File: src/rtl/id_ex_stage.sv
// ID/EX pipeline register with load-use hazard detection, bubble insertion and memory-hold freeze.
// Optional macro IDEX_WB_BYPASS_EN: capture same-cycle WB write data into the EX operands.
module id_ex_stage #(
    parameter int XLEN    = 32,
    parameter int FUNCT_W = 10
) (
    input  logic               clk_i,
    input  logic               rst_i,
    input  logic               ID_valid_i,
    input  logic [XLEN-1:0]    ID_PC_i,
    input  logic [XLEN-1:0]    ID_RS1data_i,
    input  logic [XLEN-1:0]    ID_RS2data_i,
    input  logic [XLEN-1:0]    ID_Imm_i,
    input  logic [4:0]         ID_Rs1_i,
    input  logic [4:0]         ID_Rs2_i,
    input  logic [4:0]         ID_Rd_i,
    input  logic [FUNCT_W-1:0] ID_funct_i,
    input  logic [7:0]         ID_ctrl_i,
    input  logic               Flush_i,
    input  logic               MEM_Hold_i,
    input  logic               WB_RegWrite_i,
    input  logic [4:0]         WB_Rd_i,
    input  logic [XLEN-1:0]    WB_data_i,
    output logic               EX_valid_o,
    output logic [XLEN-1:0]    EX_PC_o,
    output logic [XLEN-1:0]    EX_RS1data_o,
    output logic [XLEN-1:0]    EX_RS2data_o,
    output logic [XLEN-1:0]    EX_Imm_o,
    output logic [4:0]         EX_Rs1_o,
    output logic [4:0]         EX_Rs2_o,
    output logic [4:0]         EX_Rd_o,
    output logic [FUNCT_W-1:0] EX_funct_o,
    output logic [7:0]         EX_ctrl_o,
    output logic               Stall_o,
    output logic               PCWrite_o,
    output logic               IFIDWrite_o
);

    // ctrl packing: {RegWrite,MemtoReg,MemRead,MemWrite,Branch,ALUSrc,ALUOp[1:0]}
    localparam int CTRL_MEMREAD = 5;

    logic            hazard;
    logic [XLEN-1:0] rs1_next;
    logic [XLEN-1:0] rs2_next;

    assign hazard = EX_valid_o & EX_ctrl_o[CTRL_MEMREAD] & (EX_Rd_o != 5'd0) & ID_valid_i &
                    ((EX_Rd_o == ID_Rs1_i) | (EX_Rd_o == ID_Rs2_i));

    assign Stall_o     = hazard & ~MEM_Hold_i;
    assign PCWrite_o   = ~(hazard | MEM_Hold_i);
    assign IFIDWrite_o = ~(hazard | MEM_Hold_i);

`ifdef IDEX_WB_BYPASS_EN
    // regfile without write-first read: take the value WB is writing this cycle
    logic rs1_bypass;
    logic rs2_bypass;
    assign rs1_bypass = WB_RegWrite_i & (WB_Rd_i != 5'd0) & (WB_Rd_i == ID_Rs1_i);
    assign rs2_bypass = WB_RegWrite_i & (WB_Rd_i != 5'd0) & (WB_Rd_i == ID_Rs2_i);
    assign rs1_next   = rs1_bypass ? WB_data_i : ID_RS1data_i;
    assign rs2_next   = rs2_bypass ? WB_data_i : ID_RS2data_i;
`else
    logic wb_unused;
    assign wb_unused = ^{WB_RegWrite_i, WB_Rd_i, WB_data_i};
    assign rs1_next  = ID_RS1data_i;
    assign rs2_next  = ID_RS2data_i;
`endif

    always_ff @(posedge clk_i) begin
        if (rst_i) begin
            EX_valid_o   <= 1'b0;
            EX_PC_o      <= '0;
            EX_RS1data_o <= '0;
            EX_RS2data_o <= '0;
            EX_Imm_o     <= '0;
            EX_Rs1_o     <= '0;
            EX_Rs2_o     <= '0;
            EX_Rd_o      <= '0;
            EX_funct_o   <= '0;
            EX_ctrl_o    <= '0;
        end else if (!MEM_Hold_i) begin
            EX_PC_o      <= ID_PC_i;
            EX_RS1data_o <= rs1_next;
            EX_RS2data_o <= rs2_next;
            EX_Imm_o     <= ID_Imm_i;
            EX_Rs1_o     <= ID_Rs1_i;
            EX_Rs2_o     <= ID_Rs2_i;
            EX_funct_o   <= ID_funct_i;
            if (Flush_i || hazard) begin
                // bubble: nothing downstream may write regfile or memory
                EX_valid_o <= 1'b0;
                EX_ctrl_o  <= '0;
                EX_Rd_o    <= '0;
            end else begin
                EX_valid_o <= ID_valid_i;
                EX_ctrl_o  <= ID_valid_i ? ID_ctrl_i : 8'h00;
                EX_Rd_o    <= ID_Rd_i;
            end
        end
    end

endmodule

File: config.mk
export PLATFORM = sky130hd
export DESIGN_NAME = id_ex_stage
export DESIGN_NICKNAME = d
export VERILOG_FILES = /design/src/rtl/id_ex_stage.sv
export SDC_FILE = /design/constraint.sdc
export NUM_CORES = 1
export LEC_CHECK = 0
export ABC_AREA = 1
export BUFFER_PORTS_ARGS = -buffer_cell sky130_fd_sc_hd__buf_2
export CAP_MARGIN = 25
export CORE_AREA = 3 3 144 146
export CTS_BUF_LIST = sky130_fd_sc_hd__clkbuf_8
export DETAILED_ROUTE_END_ITERATION = 10
export DIE_AREA = 0 0 147 149
export PLACE_DENSITY_LB_ADDON = 0.15
export SETUP_SLACK_MARGIN = 0.4
export SYNTH_ARGS = -nofsm -noshare
export SYNTH_HDL_FRONTEND = slang
export SYNTH_SLANG_ARGS = --single-unit
File: constraint.sdc
create_clock -name clk_i -period 1.8 [get_ports clk_i]
set_input_delay 0.18 -clock clk_i [delete_from_list [all_inputs] [get_ports clk_i]]
set_output_delay 0.18 -clock clk_i [all_outputs]
set_load 0.03 [all_outputs]
# [After elaboration in Yosys (flattened, before gate mapping)]
# Index checks and enable logic that the tools add are counted.
[totals] elab_cells=27 register_bits=162 out_inout_bits=165 inputBits=204
[op_classes] mux=4 eq_ne=2 reduce_logical=2 bitwise_logic=9
[ops] cell="two-way mux 8 bit" n=2
[ops] cell="equality test 5 bit" n=2
[ops] cell="AND 1 bit" n=5
[ops] cell="two-way mux 5 bit" n=1
[ops] cell="nonzero test 5 bit" n=1
[ops] cell="NOT 1 bit" n=2
[ops] cell="OR 1 bit" n=2
[ops] cell="logical OR 1 bit" n=1
[ops] cell="two-way mux 1 bit" n=1

# [Depth between registers and ports, before layout]
# Gate-level depths: netlist of run 1.
[logic_depth] depth_word=6 mapped_depth=10 ltp_nobuf=9

# [Least setup slack after synthesis of run 1]
# OpenSTA, ideal clock, no wires.
[synth_timing] kind="flip-flop to output port" startpoint="reg EX_Rd_o[0]" endpoint="out PCWrite_o" required_time_ns=1.620 arrival_time_ns=1.742 path_buffers=1 path_stages_with_launch=8 setup_slack_ns=-0.122 cell_sequence="dfxtp_1 nor2_1 nor2_1 nor2_1 nand3_1 nand2_2 a21oi_1 buf_4"
[synth_via] elab_chain_len=6 elab_cells_between_ends=9 classes_between="eq/ne (2); bitwise (6); reduce/logical (1)"
[synth_lines] item="from (decl)" line_no="31" source="output logic [4:0] EX_Rd_o,"
[synth_lines] item="from (signal assigned)" line_no="96" source="EX_Rd_o <= ID_Rd_i;"
[synth_lines] item="nonzero test 5 bit" line_no="46" source="assign hazard = EX_valid_o & EX_ctrl_o[CTRL_MEMREAD] & (EX_Rd_o != 5'd0) & ID_valid_i &"
[synth_lines] item="AND 1 bit (2 in a row)" line_no="46"
[synth_lines] item="AND 1 bit *" line_no="46"
[synth_lines] item="OR 1 bit *"
[synth_lines] item="NOT 1 bit *"
[synth_lines] item="to (decl)" line_no="35" source="output logic PCWrite_o,"
# Every way passes the cells marked *; elsewhere a longest branch is shown, timed or not.

# [Final worst setup path of run 1]
[layout_timing] startpoint="reg EX_Rd_o[0]" endpoint="out Stall_o"
[layout_via] elab_chain_len=5 elab_cells_between_ends=8 classes_between="eq/ne (2); bitwise (5); reduce/logical (1)"
[layout_lines] item="nonzero test 5 bit" line_no="46"
[layout_lines] item="AND 1 bit (2 in a row)" line_no="46"
[layout_lines] item="AND 1 bit *" line_no="46"
[layout_lines] item="AND 1 bit *" line_no="49" source="assign Stall_o = hazard & ~MEM_Hold_i;"
[layout_lines] item="to (decl)" line_no="34" source="output logic Stall_o,"
# Marked as above.

==> run_results.csv, run 1 <==
group,metric,value,unit
cts,cts-htree-levels,4,
cts,cts_made_buffers,17,
power,power_density,822,mW/mm^2
cts,clk_pin_slew_worst_paths,0.09,ns
timing,final_clock_period_utilization_by_the_worst_path,98.2,%
cts,clkSinkCount,162,
yosys,netlist_instances,777,
timing,rsz_0062_raised_after_global_routing,"yes",
global_route,grt_overflow,0,
drt,finalWirelength,20.5,mm
cts,tritoncts_clock_tree,"built",
yosys,ys_ff_latch,162,
timing,worst_clock_skew,0.0164,ns
timing,max-slew-margin-rel,69.4,%
timing,layout_setup_ws,0.0328,ns
place,portBuffers,330,
yosys,yosys-top-cells-count,"317 x nand2_1, 162 x dfxtp_1, 147 x a21oi_1",
global_route,grt_usage,18.1,%
yosys,yosys.cell_types.count,22,
yosys,synth-seq-area-share,54.3,%
yosys,synth_async_sr_flop_share,0,%
final_layout,fin_util,50.7,%
floorplanning,fp.coreArea,0.0195,sq mm
final_layout,area_growth,65.5,%
floorplanning,die_width,147,microns
drt,postRouteAntennaNets,0,
yosys,synth_area_per_cell,7.69,sq um
timing,timing_hold_violations_final,0,
power,vdd_ir_drop_max,512,uV
yosys,netlist.area_leader.share,54.3,%
worst_setup_path,crit_path_max_fanout,6,
floorplanning,chipHeight,149,microns
final_layout,final_layout_size_suffix_gt1_share,33.3,%
place,placement.setup.worst_slack,0.276,ns
yosys,yosysWarnings,0,
global_route,grt_start_max_net_pins,89,
place,gp_routability_congestion,0.777,
yosys,synth_top_flop_cell,"dfxtp_1",
timing,setup_tns,0,ns
timing,max_freq,566,MHz
power,leakage,4.74,nW
drt,first_pass_iters,4,
worst_hold_path,instance_count_along_the_most_critical_hold_path,3,
drt,count_of_vias_placed_by_the_detailed_router,6562,
floorplanning,ios,369,
cts,clk_root_buffer_cell,"clkbuf_8",
flow_run,max_cap_violations,0,
worst_setup_path,worstSetupEndpointType,"output pin",
yosys,library_cell_with_the_highest_instance_count_after_synthesis,"nand2_1",
yosys,synth-edff-count,0,
place,placed_area,0.00793,sq mm
global_route,grt_pass1_wl,32.3,mm
timing,worst_slew_pin_slew,0.460,ns
worst_setup_path,path_class,"reg2out",
worst_hold_path,worst_hold_class,"in2reg",
yosys,synth.largest_area_cell,"dfxtp_1",
timing,setup_viol,0,
run_status,run_status,"finished clean",
final_layout,final_cells,1513,
yosys,synth.net_count,981,
timing,smallest_hold_slack,0.0300,ns
final_layout,design_area,0.00989,sq mm
final_layout,fill_count,1956,
worst_setup_path,worst-endpoint-required,1.62,ns
global_route,initial_antenna_violation_count,1,
global_route,grt_pass1_vias,6421,
yosys,synth.top_cells.by_area,"dfxtp_1 54%, nand2_1 20%, a21oi_1 12%, buf_2 2.5%, nor2_1 1.9%",
floorplanning,placement_rows,51,
worst_setup_path,ff2ff_path_depth,9,
worst_setup_path,worst_ep_arrival_time,1.59,ns
power,report.power.total,8.13,mW
drt,post_drt_via_cell_ratio,4.34,
place,post-dp-hpwl,13.4,mm
timing,minimum_period_implied_by_the_final_worst_setup_slack,1.77,ns
final_layout,number_of_nets_in_the_layout,1438,
cts,clk_lat_worst_skew,0.45,ns
worst_setup_path,crit_path_start_kind,"flip-flop",
drt,drc,0,
cts,clock_tree.buffer_depth,2,
drt,starting_drc_count_in_detailed_routing,230,
timing,slew_viol_final,0,
drt,detail_route.wl_per_cell,13.6,microns
place,place_inst,1329,
yosys,syn_area,0.00597,sq mm
floorplanning,initial_utilization,30.6,%
floorplanning,area_enclosed_by_the_die_boundary,0.0219,sq mm
==> logic make-up (layout without fill, tap and decap cells) <==
logic type | count (synthesis) | in the layout | synth area share [%]
AOI/OAI and AO/OA | 163 | 163 | 14.5
xor gates and xnor gates | 2 | 2 | 0.293
buffers and inverters | 83 | 553 | 6.41
DFF | 162 | 162 | 54.3
muxes | 1 | 1 | 0.168
other | 0 | 1 | 0
and+or+nand+nor | 366 | 366 | 24.4
==> where the power goes <==
part | internal, mW | switching [mW]
combinational | 0.660 | 0.926
sequential | 3.77 | 0.0937
clock | 1.25 | 1.42
total | 5.68 | 2.44
==> critical path, cell delays in order (launching register included) <==
cell	delay, ns
dfxtp_4	0.37
nor2_1	0.12
nor2_2	0.06
nor2_1	0.11
nand3_2	0.10
nand2_4	0.12
nand2_8	0.06
nor2_4	0.08
buf_6	0.13
==> metal layers <==
layer | global-route usage [%] | routed length (microns) | up-vias
li1 | - | - | 3374
met1 | 21.0 | 8510 | 2943
met2 | 31.8 | 10100 | 220
met3 | 5.62 | 1440 | 25
met4 | 5.87 | 417 | 0
met5 | 0 | 0 | -
==> flip-flops by register name (all words and copies together) (netlist names) <==
name / count
EX_Imm_o: 32
EX_PC_o: 32
EX_RS1data_o: 32
EX_RS2data_o: 32
EX_funct_o: 10
EX_ctrl_o: 8
EX_Rd_o: 5
EX_Rs1_o: 5
EX_Rs2_o: 5
EX_valid_o: 1
==> layout by cell type, fill, tap and decap left out, drive strengths merged <==
| master | Yosys | final |
|---|---|---|
| diode | 0 | 1 |
| mux2i | 1 | 1 |
| nand2 | 319 | 319 |
| inv | 27 | 35 |
| clkinvlp | 0 | 2 |
| o21ai | 1 | 1 |
| clkbuf | 19 | 17 |
| xnor2 | 2 | 2 |
| clkinv | 0 | 3 |
| dlygate4sd3 | 0 | 148 |
| dfxtp | 162 | 162 |
| bufinv | 0 | 2 |
| nand4 | 2 | 2 |
| a211oi | 6 | 6 |
| buf | 37 | 346 |
| a21oi | 156 | 156 |
| nor2 | 31 | 31 |
| nand3 | 14 | 14 |
==> layout make-up <==
type                       count  area, sq um  area share [%]
sequential                   162         3260            33.0
multi-input combinational    532         2400            24.3
clock inverter                15          159            1.61
antenna                        1         2.50          0.0253
clock buffer                  17          234            2.37
inverter                      27          111            1.13
tap                          265          332            3.35
timing repair buffer         494         3390            34.3
==> path summary, 6_finish.rpt <==
kind	startpoint	slack, ns	to
worst max register to register	EX_Rd_o[0]	0.33	EX_ctrl_o[7]
worst min register to register	EX_Imm_o[28]	0.46	EX_Imm_o[28]
worst max-delay path	EX_Rd_o[0]	0.03	Stall_o
worst min-delay path	ID_Rs2_i[0]	0.03	EX_Rs2_o[0]
==> timing repair <==
action	in CTS	in global routing
cloned	0	0
buffers inserted	3	0
pin swaps	5	7
setup endpoints to repair	5	17
endpoints found under the hold margin	148	0
gates resized for setup	10	11
hold buffers	148	0
No activity file was read; power rests on OpenSTA's default activity.
==> run 2, diff against run 1 <==
Settings changed: CORE_AREA 3 3 144 146 to default, CORE_ASPECT_RATIO from default to 0.6, CORE_MARGIN from default to 3, CORE_UTILIZATION from default to 25, DIE_AREA 0 0 147 149 to default.
==> run_results.csv, run 2 (synthesis results as in run 1) <==
group,metric,value,unit
worst_setup_path,critPathTopFamily,"simple AND/OR/NAND/NOR gates",
cts,cts-htree-levels,4,
timing,layout_setup_ws,-0.0519,ns
worst_setup_path,max_stage_delay,0.38,ns
cts,tritoncts_clock_tree,"built",
timing,setup_viol,3,
cts,clk_lat_worst_skew,0.46,ns
cts,clk_root_buffer_cell,"clkbuf_8",
worst_hold_path,worst_hold_class,"in2reg",
timing,worst_slew_pin_slew,0.481,ns
place,placement.setup.worst_slack,0.282,ns
run_status,run_status,"finished with violations",
floorplanning,area_enclosed_by_the_die_boundary,0.0259,sq mm
run_status,failed_checks,"negative setup slack",
place,place_inst,1378,
worst_setup_path,worst-endpoint-required,1.62,ns
global_route,grt_pass1_wl,34.7,mm
worst_setup_path,critical_path.endpoint,"PCWrite_o",
drt,starting_drc_count_in_detailed_routing,359,
worst_setup_path,crit_path_start_kind,"flip-flop",
power,power_density,822,mW/mm^2
final_layout,design_area,0.0101,sq mm
timing,smallest_hold_slack,0.0457,ns
power,vdd_ir_drop_max,424,uV
final_layout,fin_util,43.2,%
floorplanning,fp.coreArea,0.0233,sq mm
floorplanning,die_width,206,microns
worst_setup_path,worst-r2r-setup-slack,0.28,ns
floorplanning,ios,369,
global_route,grt_start_max_net_pins,97,
place,gp_routability_congestion,0.752,
drt,count_of_vias_placed_by_the_detailed_router,6597,
place,post-dp-hpwl,14.7,mm
cts,clock_tree.buffer_depth,2,
worst_setup_path,worstSetupStartpoint,"EX_Rd_o[0]",
final_layout,layout_common_cells,"323 x buf_2, 314 x nand2_1, 157 x dfxtp_1, 151 x dlygate4sd3_1, 145 x a21oi_1",
worst_setup_path,crit_slowest_cell,"dfxtp_4",
global_route,grt_usage,16.7,%
final_layout,antennaDiodeCount,0,
global_route,grt_overflow,0,
worst_setup_path,worstSetupEndpointType,"output pin",
worst_setup_path,path_class,"reg2out",
worst_setup_path,timing.critical_path.cells,"nand2_2, inv_2, nor2_2, nor2_1, nand3_1, nand2_4, a21oi_4, buf_6",
timing,timing_hold_violations_final,0,
place,placed_area,0.00798,sq mm
drt,postRouteAntennaNets,0,
timing,minimum_period_implied_by_the_final_worst_setup_slack,1.85,ns
place,portBuffers,330,
floorplanning,chipHeight,126,microns
final_layout,final_cells,1567,
cts,clk_pin_slew_worst_paths,0.09,ns
final_layout,final_layout_size_suffix_gt1_share,34.0,%
worst_setup_path,crit_path_max_fanout,6,
timing,final_clock_period_utilization_by_the_worst_path,103,%
final_layout,number_of_nets_in_the_layout,1443,
final_layout,area_growth,68.6,%
worst_setup_path,worstPathBufferInverterCount,2,
timing,rsz_0062_raised_after_global_routing,"yes",
cts,clkSinkCount,162,
power,report.power.total,8.28,mW
drt,drc,0,
drt,first_pass_iters,4,
floorplanning,initial_utilization,25.6,%
timing,slew_viol_final,0,
timing,max-slew-margin-rel,68.0,%
worst_setup_path,worst_ep_arrival_time,1.67,ns
timing,setup_tns,-0.120,ns
global_route,grt_pass1_vias,6731,
drt,finalWirelength,21.9,mm
floorplanning,placement_rows,43,
timing,worst_clock_skew,0.0118,ns
worst_setup_path,r2r-start,"EX_Rd_o[0]",
final_layout,layout_commonest_cell,"buf_2",
drt,post_drt_via_cell_ratio,4.21,
worst_setup_path,ff2ff_path_depth,10,
global_route,initial_antenna_violation_count,1,
worst_setup_path,worst-path-stages,8,
timing,max_freq,540,MHz
flow_run,max_cap_violations,0,
cts,cts_made_buffers,17,
power,leakage,4.77,nW
drt,detail_route.wl_per_cell,14.0,microns
worst_setup_path,worst_r2r_endpoint,"EX_ctrl_o[7]",
[run 2: cell types whose count changed in the layout (fill, tap and decap cells not counted), sizes merged]
cell         previous run  this run
clkbuf                 17        23
clkinvlp                2         3
diode                   1         0
dlygate4sd3           148       151
inv                    35        30
[run 2: layer usage]
metal	wire [microns]	global-route usage [%]	up-vias	part of all wire, %
met1	9750	20.7	3001	44
met2	9960	27.2	185	45
met4	320	4.66	2	1.5
li1	-	-	3386	-
met3	1890	6.25	23	8.6
met5	9	0	-	0.041
[run 2: final cells by class]
class                      instances  area [sq um]
inverter                          27           106
multi-input combinational        532          2430
clock buffer                      21           289
fill                            2366         13200
clock inverter                    11           125
tap                              315           394
timing repair buffer             499          3460
sequential                       162          3260
[run 2: power by group]
group	internal [mW]	total (mW)	switching [mW]	leakage, nW
combinational	0.663	1.61	0.945	3.23
sequential	3.77	3.87	0.0950	1.34
clock	1.39	2.81	1.42	0.205
[run 2: repair_timing]
action | in CTS | in global routing
hold endpoints to repair | 151 | 0
gates resized for setup | 16 | 18
setup endpoints to repair | 5 | 19
pin swaps | 4 | 9
cloned | 0 | 1
hold buffers | 151 | 0
buffers inserted | 3 | 2
[run 2: worst min-delay path by stage]
| stage | startpoint | to | cells after the start |
|---|---|---|---|
| 6_report | ID_ctrl_i[2] | EX_ctrl_o[2] | 5 |
| 5_1_grt | ID_Rd_i[3] | EX_Rd_o[3] | 5 |
| 4_1_cts | ID_Rd_i[3] | EX_Rd_o[3] | 5 |
| 3_5_place_dp | ID_RS2data_i[2] | EX_RS2data_o[2] | 3 |
| 3_3_place_gp | ID_Imm_i[26] | EX_Imm_o[26] | 3 |
| 2_1_floorplan | ID_PC_i[15] | EX_PC_o[15] | 2 |
[run 2: tightest hold or removal path, delay by kind of cell]
family	cells	cell delay [ns]
buffers and inverters	2	0.14
and+or+nand+nor	2	0.11
AOI/OAI and AO/OA	1	0.04
==> run 3, diff against run 2 <==
Settings changed: RECOVER_POWER from default to 100.
==> run_results.csv, run 3 (synthesis results as in run 1) <==
group,metric,value,unit
final_layout,antennaDiodeCount,0,
cts,clock_tree.buffer_depth,2,
timing,worst_clock_skew,0.0122,ns
cts,clk_pin_slew_worst_paths,0.09,ns
timing,slew_viol_final,0,
worst_setup_path,worstSetupEndpointType,"output pin",
final_layout,layout_commonest_cell,"nand2_1",
power,power_density,838,mW/mm^2
cts,clkSinkCount,162,
timing,smallest_hold_slack,0.0443,ns
worst_setup_path,worstPathBufferInverterCount,2,
power,leakage,4.11,nW
place,gp_routability_congestion,0.752,
timing,timing_hold_violations_final,0,
worst_setup_path,ff2ff_path_depth,10,
final_layout,area_growth,64.1,%
drt,finalWirelength,22.0,mm
global_route,grt_pass1_wl,34.7,mm
cts,clk_lat_worst_skew,0.46,ns
final_layout,fin_util,42.1,%
worst_setup_path,worst_ep_arrival_time,1.67,ns
cts,clk_root_buffer_cell,"clkbuf_8",
run_status,failed_checks,"negative setup slack",
drt,starting_drc_count_in_detailed_routing,384,
timing,layout_setup_ws,-0.0495,ns
timing,minimum_period_implied_by_the_final_worst_setup_slack,1.85,ns
global_route,grt_overflow,0,
floorplanning,ios,369,
place,placed_area,0.00798,sq mm
global_route,grt_pass1_vias,6731,
floorplanning,placement_rows,43,
timing,worst_slew_pin_slew,0.779,ns
floorplanning,chipHeight,126,microns
floorplanning,initial_utilization,25.6,%
timing,max-slew-margin-rel,48.0,%
drt,post_drt_via_cell_ratio,4.23,
worst_setup_path,path_class,"reg2out",
final_layout,final_layout_size_suffix_gt1_share,21.1,%
power,vdd_ir_drop_max,407,uV
flow_run,max_cap_violations,0,
cts,cts_made_buffers,17,
final_layout,number_of_nets_in_the_layout,1443,
worst_hold_path,worst_hold_class,"in2reg",
drt,drc,0,
global_route,initial_antenna_violation_count,0,
timing,rsz_0062_raised_after_global_routing,"yes",
place,portBuffers,330,
drt,count_of_vias_placed_by_the_detailed_router,6625,
floorplanning,fp.coreArea,0.0233,sq mm
timing,setup_tns,-0.114,ns
worst_setup_path,crit_slowest_cell,"dfxtp_4",
worst_setup_path,max_stage_delay,0.38,ns
worst_setup_path,crit_path_max_fanout,6,
worst_setup_path,worst-r2r-setup-slack,0.28,ns
timing,final_clock_period_utilization_by_the_worst_path,103,%
run_status,run_status,"finished with violations",
floorplanning,die_width,206,microns
worst_setup_path,worst-path-stages,8,
worst_setup_path,worst-endpoint-required,1.62,ns
global_route,grt_usage,16.7,%
power,report.power.total,8.21,mW
timing,max_freq,541,MHz
timing,setup_viol,3,
worst_setup_path,critPathTopFamily,"simple AND/OR/NAND/NOR gates",
worst_setup_path,crit_path_start_kind,"flip-flop",
worst_hold_path,instance_count_along_the_most_critical_hold_path,5,
drt,first_pass_iters,4,
floorplanning,area_enclosed_by_the_die_boundary,0.0259,sq mm
cts,tritoncts_clock_tree,"built",
place,post-dp-hpwl,14.7,mm
final_layout,layout_common_cells,"314 x nand2_1, 163 x buf_2, 162 x clkbuf_1, 157 x dfxtp_1, 151 x dlygate4sd3_1",
drt,postRouteAntennaNets,0,
global_route,grt_start_max_net_pins,97,
cts,cts-htree-levels,4,
worst_setup_path,timing.critical_path.cells,"nand2_2, inv_2, nor2_2, nor2_1, nand3_1, nand2_4, a21oi_4, buf_6",
drt,detail_route.wl_per_cell,14.0,microns
final_layout,design_area,0.00980,sq mm
-- run 3: repair_timing --
item,4_1_cts,5_1_grt
gates cloned,0,1
pin swaps,4,9
hold buffers,151,0
hold endpoints to repair,151,0
buffers inserted,3,2
setup endpoints to repair,5,19
resized for setup,16,18
-- run 3: final cells by class --
type / instances / area, sq um
clock buffer: 21 / 289
timing repair buffer: 499 / 3190
sequential: 162 / 3260
fill: 2454 / 13500
inverter: 27 / 105
tap: 315 / 394
multi-input combinational: 532 / 2430
clock inverter: 11 / 125
-- run 3: power breakdown --
| part | leakage, nW | internal, mW | switching [mW] | total, mW |
|---|---|---|---|---|
| sequential | 1.34 | 3.77 | 0.101 | 3.87 |
| combinational | 2.57 | 0.595 | 0.944 | 1.54 |
| clock | 0.205 | 1.39 | 1.41 | 2.80 |
-- run 3: worst paths after layout --
check	startpoint	end
setup / recovery	EX_Rd_o[0]	IFIDWrite_o
hold reg to reg	EX_Rs1_o[4]	EX_Rs1_o[4]
setup reg to reg	EX_Rd_o[0]	EX_Rd_o[2]
hold / removal	ID_Rd_i[3]	EX_Rd_o[3]
-- run 3: worst reg2reg max path, cell delays in order, from the launching register on --
cell and delay, ns:
dfxtp_4 0.38, nor2_1 0.15, nor2_2 0.06, nor2_1 0.09, nand3_1 0.11, nand2_4 0.13, nand2_8 0.06, buf_4 0.14
buf_12 0.13, nand3_2 0.07, a21oi_2 0.07
-- run 3: per-layer routing --
| metal | vias to the layer above | GRT usage [%] | routed length (microns) |
|---|---|---|---|
| li1 | 3387 | - | - |
| met1 | 3014 | 20.7 | 9920 |
| met2 | 203 | 27.2 | 9920 |
| met3 | 21 | 6.25 | 1830 |
| met4 | 0 | 4.66 | 327 |
| met5 | - | 0 | 0 |
-- run 3: metrics by stage --
step / cells / setup WS (ns)
finish: 1567 / -0.0495
global placement: 1378 / 0.312
CTS: 1564 / -0.0656
detailed placement: 1378 / 0.282
floorplan: 777 / 0.365
global route: 1567 / -0.162
